==> config.mk <==
export PLATFORM = sky130hd
export DESIGN_NAME = regfile_wb_arbiter
export DESIGN_NICKNAME = d
export VERILOG_FILES = /design/src/rtl/regfile_wb_arbiter_pkg.sv /design/src/rtl/regfile_wb_arbiter_hold_buf.sv /design/src/rtl/regfile_wb_arbiter.sv
export SDC_FILE = /design/constraint.sdc
export NUM_CORES = 1
export LEC_CHECK = 0
export BUFFER_PORTS_ARGS = -buffer_cell sky130_fd_sc_hd__buf_2
export CORE_UTILIZATION = 50
export DETAILED_ROUTE_END_ITERATION = 12
export HOLD_SLACK_MARGIN = 0.06
export PLACE_DENSITY = 0.8
export REMOVE_ABC_BUFFERS = 1
export SYNTH_ARGS = -nofsm -noshare
export SYNTH_HDL_FRONTEND = slang
export SYNTH_SLANG_ARGS = --single-unit
==> constraint.sdc <==
create_clock -name clk -period 2 [get_ports clk]
set_clock_uncertainty 0.1 [all_clocks]
set_input_delay 0.3 -clock clk [delete_from_list [all_inputs] [get_ports clk]]
set_output_delay 0.3 -clock clk [all_outputs]
set_load 0.01 [all_outputs]
==> src/rtl/regfile_wb_arbiter_pkg.sv <==
// Shared definitions for the register-file writeback arbiter: register-file
// geometry, the writeback entry layout and source indices.
package regfile_wb_arbiter_pkg;

  localparam int unsigned REG_ADDR_W = 5;
  localparam int unsigned NUM_REGS   = 32;
  localparam int unsigned XLEN       = 64;

  localparam int unsigned SRC_EXE = 0;
  localparam int unsigned SRC_MEM = 1;

  typedef struct packed {
    logic                  vld;
    logic [REG_ADDR_W-1:0] rd;
    logic [XLEN-1:0]       data;
  } wb_entry_t;

endpackage

==> src/rtl/regfile_wb_arbiter_hold_buf.sv <==
// One-entry writeback holding buffer with valid/ready handshake; a buffer
// drained this cycle may be refilled on the same edge.
module wb_hold_buf
  import regfile_wb_arbiter_pkg::*;
#(
  parameter int unsigned XLEN = regfile_wb_arbiter_pkg::XLEN
) (
  input  logic                  clk,
  input  logic                  rst_n,
  input  logic                  in_valid,
  input  logic [REG_ADDR_W-1:0] in_rd,
  input  logic [XLEN-1:0]       in_data,
  input  logic                  grant,
  output logic                  in_ready,
  output logic                  accept,
  output logic                  vld,
  output logic [REG_ADDR_W-1:0] rd,
  output logic [XLEN-1:0]       data
);

  logic                  vld_q, vld_d;
  logic [REG_ADDR_W-1:0] rd_q, rd_d;
  logic [XLEN-1:0]       data_q, data_d;

  always_comb begin
    in_ready = !vld_q || grant;
    accept   = in_valid && in_ready;
    vld_d    = vld_q;
    rd_d     = rd_q;
    data_d   = data_q;
    if (accept) begin
      vld_d  = 1'b1;
      rd_d   = in_rd;
      data_d = in_data;
    end else if (grant) begin
      vld_d  = 1'b0;
    end
  end

  always_ff @(posedge clk or negedge rst_n) begin
    if (!rst_n) begin
      vld_q  <= 1'b0;
      rd_q   <= '0;
      data_q <= '0;
    end else begin
      vld_q  <= vld_d;
      rd_q   <= rd_d;
      data_q <= data_d;
    end
  end

  assign vld  = vld_q;
  assign rd   = rd_q;
  assign data = data_q;

endmodule

==> src/rtl/regfile_wb_arbiter.sv <==
// Shares the register-file write port between the execute and load writeback
// sources with oldest-first arbitration, a RAW pending mask and a conflict counter.
module regfile_wb_arbiter
  import regfile_wb_arbiter_pkg::*;
#(
  parameter int unsigned XLEN  = regfile_wb_arbiter_pkg::XLEN,
  parameter int unsigned CNT_W = 16
) (
  input  logic                  clk,
  input  logic                  rst_n,
  input  logic                  src0_valid,
  input  logic [REG_ADDR_W-1:0] src0_rd,
  input  logic [XLEN-1:0]       src0_data,
  output logic                  src0_ready,
  input  logic                  src1_valid,
  input  logic [REG_ADDR_W-1:0] src1_rd,
  input  logic [XLEN-1:0]       src1_data,
  output logic                  src1_ready,
  output logic                  rf_reg_write,
  output logic [REG_ADDR_W-1:0] rf_rd_addr,
  output logic [XLEN-1:0]       rf_rd_data,
  output logic [NUM_REGS-1:0]   pending_mask,
  output logic [CNT_W-1:0]      conflict_cnt
);

  logic [1:0]            grant;
  logic [1:0]            accept;
  logic [1:0]            vld;
  logic [REG_ADDR_W-1:0] rd   [2];
  logic [XLEN-1:0]       data [2];

  // 1: buf1 (load) holds the older result when both are occupied
  logic                  mem_older_q, mem_older_d;
  logic [CNT_W-1:0]      conflict_cnt_q, conflict_cnt_d;

  wb_hold_buf #(.XLEN(XLEN)) u_buf_exe (
    .clk      (clk),
    .rst_n    (rst_n),
    .in_valid (src0_valid),
    .in_rd    (src0_rd),
    .in_data  (src0_data),
    .grant    (grant[SRC_EXE]),
    .in_ready (src0_ready),
    .accept   (accept[SRC_EXE]),
    .vld      (vld[SRC_EXE]),
    .rd       (rd[SRC_EXE]),
    .data     (data[SRC_EXE])
  );

  wb_hold_buf #(.XLEN(XLEN)) u_buf_mem (
    .clk      (clk),
    .rst_n    (rst_n),
    .in_valid (src1_valid),
    .in_rd    (src1_rd),
    .in_data  (src1_data),
    .grant    (grant[SRC_MEM]),
    .in_ready (src1_ready),
    .accept   (accept[SRC_MEM]),
    .vld      (vld[SRC_MEM]),
    .rd       (rd[SRC_MEM]),
    .data     (data[SRC_MEM])
  );

  always_comb begin
    grant          = '0;
    grant[SRC_MEM] = vld[SRC_MEM] && (!vld[SRC_EXE] || mem_older_q);
    grant[SRC_EXE] = vld[SRC_EXE] && !grant[SRC_MEM];

    rf_reg_write = 1'b0;
    rf_rd_addr   = '0;
    rf_rd_data   = '0;
    if (grant[SRC_MEM]) begin
      rf_reg_write = rd[SRC_MEM] != '0;
      rf_rd_addr   = rd[SRC_MEM];
      rf_rd_data   = data[SRC_MEM];
    end else if (grant[SRC_EXE]) begin
      rf_reg_write = rd[SRC_EXE] != '0;
      rf_rd_addr   = rd[SRC_EXE];
      rf_rd_data   = data[SRC_EXE];
    end

    pending_mask = '0;
    for (int unsigned i = 0; i < 2; i++) begin
      if (vld[i] && rd[i] != '0) pending_mask[rd[i]] = 1'b1;
    end
  end

  // A fresh fill is younger than whatever stays held across the same edge;
  // simultaneous fills make the load older.
  always_comb begin
    mem_older_d = mem_older_q;
    if (accept[SRC_EXE] && accept[SRC_MEM])
      mem_older_d = 1'b1;
    else if (accept[SRC_EXE] && vld[SRC_MEM] && !grant[SRC_MEM])
      mem_older_d = 1'b1;
    else if (accept[SRC_MEM] && vld[SRC_EXE] && !grant[SRC_EXE])
      mem_older_d = 1'b0;

    conflict_cnt_d = conflict_cnt_q;
    if (vld[SRC_EXE] && vld[SRC_MEM] && conflict_cnt_q != '1)
      conflict_cnt_d = conflict_cnt_q + CNT_W'(1);
  end

  always_ff @(posedge clk or negedge rst_n) begin
    if (!rst_n) begin
      mem_older_q    <= 1'b0;
      conflict_cnt_q <= '0;
    end else begin
      mem_older_q    <= mem_older_d;
      conflict_cnt_q <= conflict_cnt_d;
    end
  end

  assign conflict_cnt = conflict_cnt_q;

endmodule

== After elaboration in Yosys (flattened, before gate mapping) ==
Cells that the tools add are included.

* Register bits: 157
* Input port bits: 142
* Output and inout port bits: 120
* Logic and storage cells: 61

* Add/sub/neg operators: 1
* $lt $le $gt $ge: 4
* Eq/ne operators: 1
* Muxes and demuxes: 19
* Bitwise logic cells: 1
* Reductions and logical operators: 27

{| class="wikitable"
|+ Operator list
! operator !! count
|-
| 64-bit two-way mux || 2
|-
| 32-bit two-way mux || 2
|-
| 32-bit bitwise OR || 1
|-
| 16-bit by 1-bit adder with 16-bit output (second input constant) || 1
|-
| 16-bit inequality test (second input constant) || 1
|-
| 1-bit logical AND || 15
|-
| 5-bit by 6-bit less-than comparator with 1-bit output (second input constant) || 2
|-
| 1-bit two-way mux || 11
|-
| 1-bit demux with 5-bit select || 2
|-
| 5-bit by 1-bit greater-or-equal comparator with 1-bit output (second input constant) || 2
|-
| 5-bit two-way mux || 2
|-
| 5-bit nonzero test || 2
|-
| 1-bit logical NOT || 4
|-
| 2-bit nonzero test || 2
|-
| 1-bit logical OR || 3
|-
| 3-bit nonzero test || 1
|}

== Logic depth before layout (Yosys ltp) ==
* Depth in word-level cells: 11
* Depth in mapped cells: 7
* Depth with buffers taken out: 5

== Cells and area by module ==
A second synthesis with hierarchy kept.

* Cells, all modules: 691
* Area total of the unflattened synthesis: 8074.0 um2

{| class="wikitable"
|+ By module, submodules not included
! module !! times used !! cells each !! area an instance (um2) !! seq. area each (um2)
|-
| wb_hold_buf || 2 || 150 || 2901.5 || 1751.7
|-
| regfile_wb_arbiter || 1 || 391 || 2270.9 || 425.4
|}

== Worst setup path after synthesis ==
No wires, ideal clock.

* Kind: reg2reg
* Start point: reg conflict_cnt_q[0], in the netlist conflict_cnt[0]
* End point: reg conflict_cnt_q[2], in the netlist conflict_cnt[2]
* Setup time: 131 ps
* Arrival time: 1705 ps
* Required time: 1769 ps
* Path slack: 65 ps
* Stages on the path, launching flop included: 6
* Buffers on the path: 0
* Clock period less this slack: 1935 ps
* Path through: dfrtp_1 ha_1 nand4_1 or4_4 and3_1 xor2_1

* Longest elaborated chain between the ends: 2
* Elaborated cells between the ends (all ways): 3
* Classes of those cells: add/sub (1); eq/ne (1); reduce/logical (1)

{| class="wikitable"
|+ RTL lines
! what !! RTL line !! source
|-
| start: declaration || regfile_wb_arbiter.sv:34 || <nowiki>logic [CNT_W-1:0] conflict_cnt_q, conflict_cnt_d;</nowiki>
|-
| start signal: assignment || regfile_wb_arbiter.sv:110 || <nowiki>conflict_cnt_q <= conflict_cnt_d;</nowiki>
|-
| parallel branches: the longest is 2 deep, another holds 16-bit by 1-bit adder with 16-bit output || - ||
|}

Parallel ways; which one is timed is not known.
A chain may end at the register's enable or synchronous reset.

== Worst setup path after layout ==
* Start point: reg mem_older_q
* End point: out rf_rd_data[3]

* Longest elaborated chain between the ends: 6

{| class="wikitable"
|+ RTL lines
! what !! RTL line !! source
|-
| start: declaration || regfile_wb_arbiter.sv:33 || <nowiki>logic mem_older_q, mem_older_d;</nowiki>
|-
| start signal: assignment || regfile_wb_arbiter.sv:109 || <nowiki>mem_older_q <= mem_older_d;</nowiki>
|-
| 1-bit logical OR * || regfile_wb_arbiter.sv:66 || <nowiki>grant[SRC_MEM] = vld[SRC_MEM] && (!vld[SRC_EXE] || mem_older_q);</nowiki>
|-
| 1-bit logical AND * || regfile_wb_arbiter.sv:66 ||
|-
| 1-bit logical NOT || regfile_wb_arbiter.sv:67 || <nowiki>grant[SRC_EXE] = vld[SRC_EXE] && !grant[SRC_MEM];</nowiki>
|-
| 1-bit logical AND || regfile_wb_arbiter.sv:67 ||
|-
| 64-bit two-way mux || regfile_wb_arbiter.sv:76 || <nowiki>end else if (grant[SRC_EXE]) begin</nowiki>
|-
| 64-bit two-way mux * || regfile_wb_arbiter.sv:72 || <nowiki>if (grant[SRC_MEM]) begin</nowiki>
|-
| end: declaration || regfile_wb_arbiter.sv:21 || <nowiki>output logic [XLEN-1:0] rf_rd_data,</nowiki>
|}

Mark *: on every way between the ends. The rest lies on a longest branch, timed or not.

==> flow_metrics.env <==
export IMPL_drc=0
export IMPL_hold_viol=0
export IMPL_worstHoldStart="src1_data[21]"
export IMPL_vdd_drop_max_mv=0.590
export IMPL_die_w_um=124
export IMPL_grt_start_max_net_pins=55
export IMPL_p_int_mw=8.65
export IMPL_path_clk_slew_ns=0.07
export IMPL_setup_viol_count_final=177
export IMPL_grt_pass1_vias=8064
export IMPL_clk_latency_ns=0.43
export IMPL_placed_area_um2=9140
export IMPL_synth_seq_area_share=0.526
export IMPL_critPathLaunchType="flop"
export IMPL_criticalPathCategory="reg -> out"
export IMPL_synth_async_reset_ratio=1.00
export IMPL_cp_slowest_cell="dfrtp_2"
export IMPL_areaGrowthSynthToFinish_pct=81.2
export IMPL_start_util=0.514
export IMPL_viasPerCell=6.81
export IMPL_ys_ff_latch=157
export IMPL_finalCoreUtilization=0.931
export IMPL_num_rows=44
export IMPL_track_usage=0.380
export IMPL_clkPwrFrac=0.252
export IMPL_hold_ws_ns=0.180
export IMPL_yosys_area_share_adder=0.00168
export IMPL_io_buffers=260
export IMPL_cts_max_level=4
export IMPL_hpwl_mm=13.9
export IMPL_switching_share=0.387
export IMPL_setup_slack_ns=-0.524
export IMPL_max_slew_worst_pin_slew_ns=0.681
export IMPL_status="complete, but fails checks"
export IMPL_cp_num_buf_inv=3
export IMPL_synth_simple_area_share=0.174
export IMPL_cp_end_kind="primary output"
export IMPL_cellPowerDensity_nw_per_um2=1040
export IMPL_final_cells=1379
export IMPL_p_leak_nw=6.42
export IMPL_drt_iter0_markers=1451
export IMPL_synth_compound_area_share=0.0382
export IMPL_switchingPower_mw=5.45
export IMPL_worst_path_most_repeated_cell="buf_12"
export IMPL_synthCells=691
export IMPL_netlist_area_um2=7470
export IMPL_wire_per_inst_um=33.4
export IMPL_wl_mm=46.1
export IMPL_cp_top_family="buffers and inverters"
export IMPL_synth_xor_area_frac=0.0176
export IMPL_dp_cells=1111
export IMPL_fin_setup_tns_ns=-37.16
export IMPL_antenna_found_initial=16
export IMPL_maxCapViolations=0
export IMPL_dr_pass1_iters=8
export IMPL_cp_max_fo=5
export IMPL_ys_types=40
export IMPL_die_y_um=124
export IMPL_root_buffer="clkbuf_16"
export IMPL_ant_nets=0
export IMPL_syn_avg_cell_area_um2=10.8
export IMPL_cts_buffers=17
export IMPL_synth_ff_type="dfrtp_1"
export IMPL_pwr_share_comb=0.431
export IMPL_cp_data_required_time_ns=1.60
export IMPL_dieArea_um2=15400
export IMPL_final_nets=1303
export IMPL_cts_tree="built"
export IMPL_grt_pass1_wl_mm=42.8
export IMPL_slowest_delay_ns=0.47
export IMPL_synth_area_mux_share=0.210
export IMPL_grt_overflow_total=0
export IMPL_clock_sinks=157
export IMPL_period_share=1.26
export IMPL_synth_top_family_by_area="multiplexers"
export IMPL_slew_headroom=0.542
export IMPL_clock_path_buffers=2
export IMPL_fin_area_um2=13500
export IMPL_place_gp_congestion=0.872
export IMPL_post_place_ws_ns=0.0664
export IMPL_cp_arrival_ns=2.12
export IMPL_hold_path_class="in -> reg"
export IMPL_failed_checks="negative setup slack"
export IMPL_rsz0062_at_grt="yes"
export IMPL_pin_count=262
export IMPL_total_power_mw=14.1
export IMPL_fmax_mhz=396
export IMPL_seqPwrFrac=0.317
export IMPL_synth_warnings=0
export IMPL_period_needed_ns=2.52
export IMPL_drv_slew=0
export IMPL_timing_rr_start="conflict_cnt[5]"
export IMPL_worstPathCellList="o21ai_4 > buf_12 > buf_12 > nand3_1 > nand2_1 > buf_2"
export IMPL_layout_drive_gt1_share=0.616
export IMPL_critPathLaunch="mem_older_q"
export IMPL_core_um2=14500
export IMPL_vias=9393
export IMPL_synth_edff_count=0
-- metal layers --
| layer | vias up | share of wire | global-route usage |
|---|---|---|---|
| met3 | 492 | 0.15 | 0.123 |
| li1 | 3382 | - | - |
| met2 | 1069 | 0.42 | 0.648 |
| met4 | 22 | 0.11 | 0.248 |
| met5 | - | 0.011 | 0 |
| met1 | 4428 | 0.30 | 0.401 |
-- synthesized netlist by cell type (2+ instances only) --
cell,number,share of area
nand3b_1,5,0.0050
nor2b_1,3,0.0025
nand3_1,79,0.053
xnor2_1,6,0.0070
o22ai_1,26,0.022
buf_4,3,0.0030
buf_2,12,0.0080
buf_6,2,0.0030
buf_1,4,0.0020
nand4_1,6,0.0050
nor2_1,10,0.0050
clkbuf_1,28,0.014
nand2b_1,4,0.0034
nor3_1,3,0.0020
or3b_2,2,0.0023
o32ai_1,4,0.0047
dfrtp_1,157,0.53
and3_1,3,0.0025
nand2_1,157,0.079
mux2_2,138,0.21
xor2_1,9,0.011
inv_1,3,0.0015
or2_2,4,0.0034
or3_1,3,0.0025
o21ai_0,5,0.0034
-- cell families (layout without fill, tap and decap cells) --
logic type	after synthesis	after routing
simple gates	285	285
flops	157	157
compound gates	41	41
mux	139	139
xor+xnor	15	15
buf+inv	52	534
fa+ha+maj	1	1
other cells	1	23
-- power by group through the flow --
stage | Clock [mW] | Sequential [mW] | Combinational [mW]
after floorplan | 0 | 4.20 | 1.72
after global placement | 0 | 4.19 | 2.97
after detailed placement | 0 | 4.23 | 3.04
after CTS | 3.39 | 4.18 | 3.89
after global routing | 3.67 | 4.50 | 6.21
final | 3.55 | 4.47 | 6.07
-- final cells by class --
class,instances,area (µm²)
flip-flops and latches,157,3940
clock inverters,13,161
repair buffers,499,4370
multi-input cells,482,4310
clock buffers,19,453
fillers,455,1010
well taps,184,230
diodes,22,55.1
inverters,3,11.3
-- timing repair --
action	in CTS	in global routing
setup buffers	30	27
resized for setup	97	255
hold buffers	140	0
pin swaps	27	107
endpoints found under the hold margin	206	0
cloned	6	15
setup endpoints to repair	101	151
-- cells in the final DEF, fill, tap and decap left out, types with 9 or more instances in the layout --
cell,instances
dlygate4sd3_1,140
clkbuf_16,28
diode_2,22
xor2_1,9
nand2_1,53
nand3_1,50
buf_4,36
buf_2,211
buf_6,78
nand2_4,46
nand3_2,22
nand2_2,58
buf_12,18
o22ai_2,17
mux2_2,138
dfrtp_1,148
dfrtp_2,9
-- sequential cells by signal (all words and copies together) (netlist names) --
signal / cells
u_buf_mem.data: 64
mem_older_q: 1
u_buf_mem.rd: 5
u_buf_mem.vld: 1
u_buf_exe.data: 64
u_buf_exe.rd: 5
conflict_cnt: 16
u_buf_exe.vld: 1
-- worst paths after layout --
path                            depth (start not counted)                  to  slack (ns)
worst min register to register                          1  u_buf_exe.data[13]        0.41
worst min-delay path                                    2  u_buf_mem.data[21]        0.18
min in group asynchronous                               2  u_buf_mem.data[63]        0.25
worst max register to register                          4    conflict_cnt[11]       -0.36
max in group asynchronous                               3  u_buf_exe.data[51]        0.90
worst max-delay path                                    6       rf_rd_data[3]       -0.52
No activity file was read; power rests on OpenSTA's default activity.
